==> src/rtl/sdram_pkg.sv <==
// Shared SDRAM scheduling definitions: arbiter FSM encoding, default geometry and buffer bases.
// The buffer-base constants are also consumed by the burst engine.
package sdram_pkg;

    typedef enum logic [1:0] {
        StIdle,
        StReq,
        StWaitDone
    } arb_state_e;

    localparam int unsigned SDRAM_ADDR_W      = 24;
    localparam int unsigned SDRAM_BURST_LEN   = 256;
    localparam int unsigned SDRAM_FRAME_WORDS = 307200;

    localparam logic [23:0] SDRAM_BUF0_BASE = 24'h000000;
    localparam logic [23:0] SDRAM_BUF1_BASE = 24'h080000;

endpackage

==> src/rtl/frame_ptr.sv <==
// Per-direction frame pointer: burst-granular word counter, frame-complete flag and a
// frame-start request that is held until the arbiter is back in (or returning to) idle.
module frame_ptr
    import sdram_pkg::*;
#(
    parameter int unsigned ADDR_W      = SDRAM_ADDR_W,
    parameter int unsigned BURST_LEN   = SDRAM_BURST_LEN,
    parameter int unsigned FRAME_WORDS = SDRAM_FRAME_WORDS
) (
    input  logic              clk,
    input  logic              rst_n,
    input  logic              start,
    input  logic              apply,
    input  logic              advance,
    output logic [ADDR_W-1:0] ptr,
    output logic              done,
    output logic              restart,
    output logic              swap
);

    localparam logic [ADDR_W-1:0] Step = ADDR_W'(BURST_LEN);
    localparam logic [ADDR_W-1:0] Last = ADDR_W'(FRAME_WORDS);

    logic [ADDR_W-1:0] ptr_q, ptr_d, ptr_next;
    logic              done_q, done_d, pend_q, pend_d, done_after;

    always_comb begin
        ptr_next   = ptr_q + Step;
        // A start applied in the same cycle as the final burst must still see a full frame.
        done_after = done_q || (advance && (ptr_next == Last));
        restart    = apply && (start || pend_q);
        swap       = restart && done_after;

        ptr_d  = ptr_q;
        done_d = done_after;
        pend_d = pend_q;
        if (advance) begin
            ptr_d = ptr_next;
        end
        if (restart) begin
            ptr_d  = '0;
            done_d = 1'b0;
        end
        if (apply) begin
            pend_d = 1'b0;
        end else if (start) begin
            pend_d = 1'b1;
        end
    end

    always_ff @(posedge clk or negedge rst_n) begin
        if (!rst_n) begin
            ptr_q  <= '0;
            done_q <= 1'b0;
            pend_q <= 1'b0;
        end else begin
            ptr_q  <= ptr_d;
            done_q <= done_d;
            pend_q <= pend_d;
        end
    end

    assign ptr  = ptr_q;
    assign done = done_q;

endmodule

==> src/rtl/sdram_frame_arbiter.sv <==
// Arbitrates the SDRAM port between camera writes and VGA reads with fixed-length bursts,
// and double-buffers frames so the displayed buffer is never the one being written.
module sdram_frame_arbiter
    import sdram_pkg::*;
#(
    parameter int unsigned       BURST_LEN   = SDRAM_BURST_LEN,
    parameter int unsigned       FRAME_WORDS = SDRAM_FRAME_WORDS,
    parameter int unsigned       ADDR_W      = SDRAM_ADDR_W,
    parameter logic [ADDR_W-1:0] BUF1_BASE   = SDRAM_BUF1_BASE
) (
    input  logic              clk,
    input  logic              rst_n,
    input  logic [9:0]        wr_count,
    input  logic [9:0]        rd_count,
    input  logic              wr_frame_start,
    input  logic              rd_frame_start,
    output logic              cmd_valid,
    input  logic              cmd_ready,
    output logic              cmd_write,
    output logic [ADDR_W-1:0] cmd_addr,
    input  logic              burst_done,
    output logic              wr_buf,
    output logic              rd_buf,
    output logic              busy
);

    localparam logic [10:0]       WrThresh = 11'(BURST_LEN);
    localparam logic [10:0]       RdThresh = 11'(1023 - BURST_LEN);
    localparam logic [ADDR_W-1:0] Buf0Base = ADDR_W'(SDRAM_BUF0_BASE);

    arb_state_e        state_q, state_d;
    logic              cmd_write_q, cmd_write_d;
    logic [ADDR_W-1:0] cmd_addr_q, cmd_addr_d;
    logic [1:0]        wr_run_q, wr_run_d;
    logic              wr_buf_q, wr_buf_d, rd_buf_q, rd_buf_d;
    logic              last_full_q, last_full_d, have_full_q, have_full_d;
    logic              in_idle, done_now, apply, wr_req, rd_req, grant_rd;
    logic [ADDR_W-1:0] wr_ptr, rd_ptr;
    logic              wr_done, rd_done, wr_swap, rd_restart;
    logic              unused_wr_restart, unused_rd_swap;

    assign in_idle  = (state_q == StIdle);
    assign done_now = (state_q == StWaitDone) && burst_done;
    assign apply    = in_idle || done_now;
    assign wr_req   = ({1'b0, wr_count} >= WrThresh) && !wr_done;
    assign rd_req   = ({1'b0, rd_count} <= RdThresh) && !rd_done;
    // Writes win unless two writes in a row have already been granted.
    assign grant_rd = rd_req && (!wr_req || (wr_run_q == 2'd2));

    frame_ptr #(
        .ADDR_W      (ADDR_W),
        .BURST_LEN   (BURST_LEN),
        .FRAME_WORDS (FRAME_WORDS)
    ) u_wr_ptr (
        .clk     (clk),
        .rst_n   (rst_n),
        .start   (wr_frame_start),
        .apply   (apply),
        .advance (done_now && cmd_write_q),
        .ptr     (wr_ptr),
        .done    (wr_done),
        .restart (unused_wr_restart),
        .swap    (wr_swap)
    );

    frame_ptr #(
        .ADDR_W      (ADDR_W),
        .BURST_LEN   (BURST_LEN),
        .FRAME_WORDS (FRAME_WORDS)
    ) u_rd_ptr (
        .clk     (clk),
        .rst_n   (rst_n),
        .start   (rd_frame_start),
        .apply   (apply),
        .advance (done_now && !cmd_write_q),
        .ptr     (rd_ptr),
        .done    (rd_done),
        .restart (rd_restart),
        .swap    (unused_rd_swap)
    );

    always_comb begin
        state_d     = state_q;
        cmd_write_d = cmd_write_q;
        cmd_addr_d  = cmd_addr_q;
        wr_run_d    = wr_run_q;
        unique case (state_q)
            StIdle: begin
                // A frame start landing in idle resets a pointer this edge; grant next cycle.
                if ((wr_req || rd_req) && !wr_frame_start && !rd_frame_start) begin
                    state_d     = StReq;
                    cmd_write_d = !grant_rd;
                    if (grant_rd) begin
                        cmd_addr_d = (rd_buf_q ? BUF1_BASE : Buf0Base) + rd_ptr;
                        wr_run_d   = 2'd0;
                    end else begin
                        cmd_addr_d = (wr_buf_q ? BUF1_BASE : Buf0Base) + wr_ptr;
                        wr_run_d   = (wr_run_q == 2'd2) ? 2'd2 : wr_run_q + 2'd1;
                    end
                end
            end
            StReq: begin
                if (cmd_ready) state_d = StWaitDone;
            end
            StWaitDone: begin
                if (burst_done) state_d = StIdle;
            end
            default: state_d = StIdle;
        endcase
    end

    always_comb begin
        wr_buf_d    = wr_buf_q;
        rd_buf_d    = rd_buf_q;
        last_full_d = last_full_q;
        have_full_d = have_full_q;
        if (wr_swap) begin
            last_full_d = wr_buf_q;
            wr_buf_d    = !wr_buf_q;
            have_full_d = 1'b1;
        end
        // Uses the post-swap view so a simultaneous write swap is visible to the reader.
        if (rd_restart && have_full_d) begin
            rd_buf_d = last_full_d;
        end
    end

    always_ff @(posedge clk or negedge rst_n) begin
        if (!rst_n) begin
            state_q     <= StIdle;
            cmd_write_q <= 1'b0;
            cmd_addr_q  <= '0;
            wr_run_q    <= 2'd0;
            wr_buf_q    <= 1'b0;
            rd_buf_q    <= 1'b1;
            last_full_q <= 1'b0;
            have_full_q <= 1'b0;
        end else begin
            state_q     <= state_d;
            cmd_write_q <= cmd_write_d;
            cmd_addr_q  <= cmd_addr_d;
            wr_run_q    <= wr_run_d;
            wr_buf_q    <= wr_buf_d;
            rd_buf_q    <= rd_buf_d;
            last_full_q <= last_full_d;
            have_full_q <= have_full_d;
        end
    end

    assign cmd_valid = (state_q == StReq);
    assign busy      = !in_idle;
    assign cmd_write = cmd_write_q;
    assign cmd_addr  = cmd_addr_q;
    assign wr_buf    = wr_buf_q;
    assign rd_buf    = rd_buf_q;

endmodule

==> config.mk <==
export PLATFORM = sky130hd
export DESIGN_NAME = sdram_frame_arbiter
export DESIGN_NICKNAME = d
export VERILOG_FILES = /design/src/rtl/sdram_pkg.sv /design/src/rtl/frame_ptr.sv /design/src/rtl/sdram_frame_arbiter.sv
export SDC_FILE = /design/constraint.sdc
export NUM_CORES = 1
export LEC_CHECK = 0
export CORE_ASPECT_RATIO = 0.5
export CORE_UTILIZATION = 60
export CTS_CLUSTER_SIZE = 14
export DETAILED_ROUTE_END_ITERATION = 7
export DONT_BUFFER_PORTS = 1
export PLACE_DENSITY_LB_ADDON = 0.08
export REMOVE_ABC_BUFFERS = 1
export SETUP_SLACK_MARGIN = 0.3
export SLEW_MARGIN = 25
export SYNTH_ARGS = -nofsm -noshare
export SYNTH_HDL_FRONTEND = slang
export SYNTH_HIERARCHICAL = 1
export SYNTH_SLANG_ARGS = --single-unit
==> constraint.sdc <==
create_clock -name clk -period 2.8 [get_ports clk]
set_input_delay 0.84 -clock clk [delete_from_list [all_inputs] [get_ports clk]]
set_output_delay 0.84 -clock clk [all_outputs]
set_load 0.005 [all_outputs]
==> flow_summary.yaml, run 1 <==
logic_synthesis:
  syn_avg_cell_area_um2: 9.54
  synth.cell_area_um2: 4020
  ys_warn_count: 6
  synthesis.instances: 421
route:
  ant_nets: 0
  drc: 0
  wire_per_inst_um: 16.3
  dr.first_iter.drc_count: 199
  vias: 3011
  drt-pass1-iter-count: 4
  vias_per_cell: 5.74
  wirelength_um: 8560
die:
  start_util_pct: 64.2
  dieWidth_um: 118
  io_pins: 55
  core_um2: 6260
  die_area_um2: 7040
  row_count: 20
  die_y_um: 59.8
setup_path:
  crit_slowest_cell: "dfrtp_1"
  worstSetupStartpointType: "flop"
  reg2reg_slack_ns: 0.34
  path_class: "reg -> reg"
  crit_arrival_ns: 2.72
  worst-path-max-fanout: 4
  critPathMaxStageDelay_ns: 0.43
  crit_chain: "and4_1 > or3b_1 > a211oi_2 > a41oi_2 > nor3b_2 > mux2_4 > mux2_2"
  endpoint_kind: "flop"
  required_ns: 3.06
global_route:
  antenna_found_initial: 0
  grt_use_met1_pct: 34.0
  grt_usage_pct: 25.4
  grt_pass1_vias: 2747
  use_met3_pct: 6.77
  grt_max_degree: 70
  grt_pass1_wl_um: 13500
  grt_remaining_overflow: 0
  met2_usage_pct: 40.3
  grt.busiest_layer: "met2"
timing:
  fin_setup_tns_ns: 0
  post-route-min-period_ns: 2.46
  fmaxAchievable_mhz: 407
  maxSlewHeadroom_pct: 61.6
  worst_pin_slew_ns: 0.570
  drv_slew: 0
  hold_viol_final: 0
  fin_crit_sh_pct: 87.8
  finalSetupViolations: 0
  rsz0062_at_grt: "no"
  fin_skew_ns: 0.00498
placed_design:
  hpwl_um: 5630
  numPortBuffers: 0
  gp_congestion: 0.821
  placed_area_um2: 4020
clock_tree:
  clkLatencyLatePin_ns: 0.33
  cts_buffer_depth: 2
  htreeDepth: 3
  cts_tree: "built"
  ctsHoldBuffers: 0
  clock_sinks: 69
  cts-root-buf: "clkbuf_16"
  clkTransAtPathRegs_ns: 0.05
  cts_buffers: 9
cells_and_area:
  drive_gt1_share_pct: 16.5
  fill_cells: 473
  design_area_um2: 4460
  antenna_cells: 0
  area_growth_pct: 11.0
  nNetsFinal: 467
power:
  p_leak_nw: 2.02
  vdd_drop_max_v: 0.000415
  pwr_density_cell_nw_per_um2: 574
run_status:
  status: "complete, no violations"
min_path:
  hold_path.class: "in -> async"
flow_run:
  max_cap_violations: 0
## cells in the final DEF, fill, tap and decap left out, types with 8 or more instances in the layout
master      n
buf_4      25
clkbuf_16   9
nor2_1     36
dfrtp_1    61
nand2_1    49
xor2_1     21
conb_1     16
mux2i_1    29
xnor2_1    14
a21oi_1     8
nand3_1    15
nand4_1    14
o21ai_0     8
o21ai_1    27
## registers in the layout, summed over array words and instances, names as in the netlist
name	cells
u_rd_ptr/pend_q	1
rd_buf	1
wr_buf	1
have_full_q	1
u_wr_ptr/pend_q	1
u_rd_ptr/ptr	16
u_wr_ptr/done	1
wr_run_q	2
cmd_write	1
cmd_addr	24
u_wr_ptr/ptr	16
state_q	2
u_rd_ptr/done	1
last_full_q	1
## report_power, final
| part | internal (mW) | switching, mW |
|---|---|---|
| clock | 0.666 | 0.393 |
| sequential | 1.08 | 0.0749 |
| combinational | 0.143 | 0.201 |
| total | 1.89 | 0.668 |
## final timing paths
path | start | to | depth (start not counted)
setup / recovery | u_wr_ptr/ptr[9]$_DFFE_PN0P_ | rd_buf$_DFFE_PN1P_ | 7
hold / removal | rst_n | cmd_addr[1]$_DFFE_PN0P_ | 0
setup reg to reg | u_wr_ptr/ptr[9]$_DFFE_PN0P_ | rd_buf$_DFFE_PN1P_ | 7
hold reg to reg | have_full_q$_DFF_PN0_ | have_full_q$_DFF_PN0_ | 1
max in group asynchronous | rst_n | rd_buf$_DFFE_PN1P_ | 0
min in group clk | have_full_q$_DFF_PN0_ | have_full_q$_DFF_PN0_ | 1
## critical path, delay by kind of cell, from the launching register on
kind             cells  cell delay (ns)
flip-flops           1             0.43
multiplexers         2             0.60
AND/OR/NAND/NOR      3             0.95
AO/OA/AOI/OAI        2             0.41
## metal layers
metal | up-vias | part of all wire, %
met1 | 1472 | 48
met4 | 0 | 0.69
met5 | - | 0
met3 | 6 | 5.8
met2 | 75 | 46
li1 | 1458 | -
## final cells by class
type                       instances  area [um2]  area share, %
multi-input combinational        319        2090           47.0
sequential                        69        1740           39.0
clock buffer                      14         274           6.15
timing repair buffer              26         208           4.66
tap                               88         110           2.47
inverter                           8        30.0          0.674
clock inverter                     1        5.00          0.112
## metrics by stage
stage          hold slack [ns]  setup WS, ns  total power [mW]  utilization [%]  std cells
5_1_grt                  0.188         0.266              2.67             71.2        525
6_report                 0.204         0.341              2.56             71.2        525
4_1_cts                  0.194         0.301              2.57             69.0        512
2_1_floorplan            0.426        -0.387              1.40                -        396
3_5_place_dp             0.445        0.0150              1.51             64.2        495
3_3_place_gp             0.444        0.0488              1.49             64.2        495
## timing repair
item,in CTS,in global routing
cloned,0,0
endpoints found under the setup margin,1,1
pin swaps,2,6
buffers inserted,2,13
gates resized for setup,4,11
Power figures use the tool's default switching activity.
==> run 2, diff against run 1 <==
- SLEW_MARGIN: 25 -> 40
==> results of run 2 <==
Same layout as run 1: the final DEF is identical, and so are final timing and power.
==> run 3, diff against run 2 <==
- CORE_UTILIZATION: 60 -> 37
- SLEW_MARGIN: 40 -> not set
==> flow_summary.yaml, run 3 (synthesis results as in run 1) <==
global_route:
  use_met3_pct: 5.51
  grt_max_degree: 70
  grt_use_met1_pct: 24.7
  met2_usage_pct: 24.8
  grt_pass1_vias: 2665
  grt_remaining_overflow: 0
  antenna_found_initial: 0
  grt.busiest_layer: "met2"
  grt_pass1_wl_um: 14400
  grt_usage_pct: 17.2
setup_path:
  worst-path-max-fanout: 5
  worstSetupStartpointType: "flop"
  cp-startpoint: "u_wr_ptr/ptr[9]$_DFFE_PN0P_"
  endpoint_kind: "flop"
  reg2reg_slack_ns: 0.29
  path_class: "reg -> reg"
  crit_arrival_ns: 2.77
  crit_chain: "and4_4 > or3b_1 > a211oi_2 > a41oi_2 > nor3b_2 > buf_4 > mux2_4 > mux2_2"
  reg2reg_from: "u_wr_ptr/ptr[9]$_DFFE_PN0P_"
  r2r.worst_path.cells: 8
  crit_slowest_cell: "dfrtp_2"
  required_ns: 3.06
  r2r-end: "rd_buf$_DFFE_PN1P_"
  critPathMaxStageDelay_ns: 0.41
placed_design:
  gp_congestion: 0.791
  hpwl_um: 6320
  placed_area_um2: 4130
  numPortBuffers: 0
  pre_cts_slack_ns: -0.136
die:
  die_y_um: 75.7
  start_util_pct: 38.7
  die_area_um2: 11300
  io_pins: 55
  row_count: 26
  core_um2: 10400
  dieWidth_um: 149
route:
  drc: 0
  ant_nets: 0
  dr.first_iter.drc_count: 211
  wire_per_inst_um: 15.8
  vias_per_cell: 5.04
  wirelength_um: 9060
  drt-pass1-iter-count: 4
  vias: 2897
cells_and_area:
  final_common_cell: "dfrtp_1"
  largest_register_ffs: 24
  layout_common_cells: "dfrtp_1, nand2_1, nor2_1"
  antenna_cells: 0
  drive_gt1_share_pct: 16.6
  nNetsFinal: 464
  area_growth_pct: 12.7
  design_area_um2: 4530
clock_tree:
  ctsHoldBuffers: 0
  cts_buffer_depth: 2
  clkLatencyLatePin_ns: 0.33
  cts_tree: "built"
  clock_sinks: 69
  htreeDepth: 3
  cts-root-buf: "clkbuf_16"
  cts_buffers: 9
  clkTransAtPathRegs_ns: 0.05
timing:
  fin_crit_sh_pct: 89.6
  drv_slew: 0
  fmaxAchievable_mhz: 399
  rsz0062_at_grt: "yes"
  maxSlewHeadroom_pct: 55.3
  fin_setup_tns_ns: 0
  finalSetupViolations: 0
  layout_setup_ws_ns: 0.291
  post-route-min-period_ns: 2.51
  fin_skew_ns: 0.00478
  worst_pin_slew_ns: 0.664
  hold_viol_final: 0
flow_run:
  max_cap_violations: 0
run_status:
  status: "complete, no violations"
min_path:
  hold_path.class: "in -> async"
power:
  pwr_density_cell_nw_per_um2: 586
  total_power_mw: 2.65
  vdd_drop_max_v: 0.000252
  p_leak_nw: 2.01
[run 3: changes by cell type in the layout (fill, tap and decap cells not counted), moves of 2 or more]
cell / previous run / this run
buf_4: 25 / 23
dfrtp_2: 7 / 5
clkbuf_1: 2 / 4
dfrtp_1: 61 / 63
[run 3: where the power goes]
part           switching (mW)  internal [mW]
registers              0.0715           1.08
logic                   0.209          0.146
clock network           0.407          0.740
[run 3: metal layers]
metal	wire length, um	up-vias
li1	-	1445
met2	3710	69
met3	419	8
met1	4860	1375
met5	0	-
met4	70	0
[run 3: critical path: cells and delay by family, from the launching register on]
kind	cells	cell delay, ns
AND/OR/NAND/NOR	3	0.89
multiplexers	2	0.56
flip-flops	1	0.41
buffers and inverters	1	0.17
AO/OA/AOI/OAI	2	0.41
[run 3: area by class of cell]
| cell class | instances | area (um2) |
|---|---|---|
| Multi-Input combinational cell | 319 | 2120 |
| Fill cell | 1003 | 5850 |
| Sequential cell | 69 | 1730 |
| Timing Repair Buffer | 23 | 173 |
| Clock buffer | 15 | 268 |
| Tap cell | 140 | 175 |
| Clock inverter | 1 | 30.0 |
| Inverter | 8 | 30.0 |
[run 3: how the worst max path moves through the flow]
stage,end,cells past startpoint,slack (ns)
final,rd_buf$_DFFE_PN1P_,8,0.29
after global placement,rd_buf$_DFFE_PN1P_,10,-0.07
after global routing,rd_buf$_DFFE_PN1P_,10,0.16
after detailed placement,rd_buf$_DFFE_PN1P_,10,-0.14
after floorplan,rd_buf$_DFFE_PN1P_,8,-0.39
after CTS,rd_buf$_DFFE_PN1P_,8,0.32
[run 3: timing repair]
item,4_1_cts,5_1_grt
buffers inserted,3,1
setup endpoints to repair,2,1
pin swaps,5,2
resized for setup,17,4
[run 3: per-stage QoR]
stage	utilization [%]	cells	hold slack [ns]
after CTS	43.3	574	0.191
after global placement	39.8	555	0.443
after detailed placement	39.8	555	0.454
after floorplan	-	396	0.426
final	43.6	575	0.200
after global routing	43.6	575	0.183
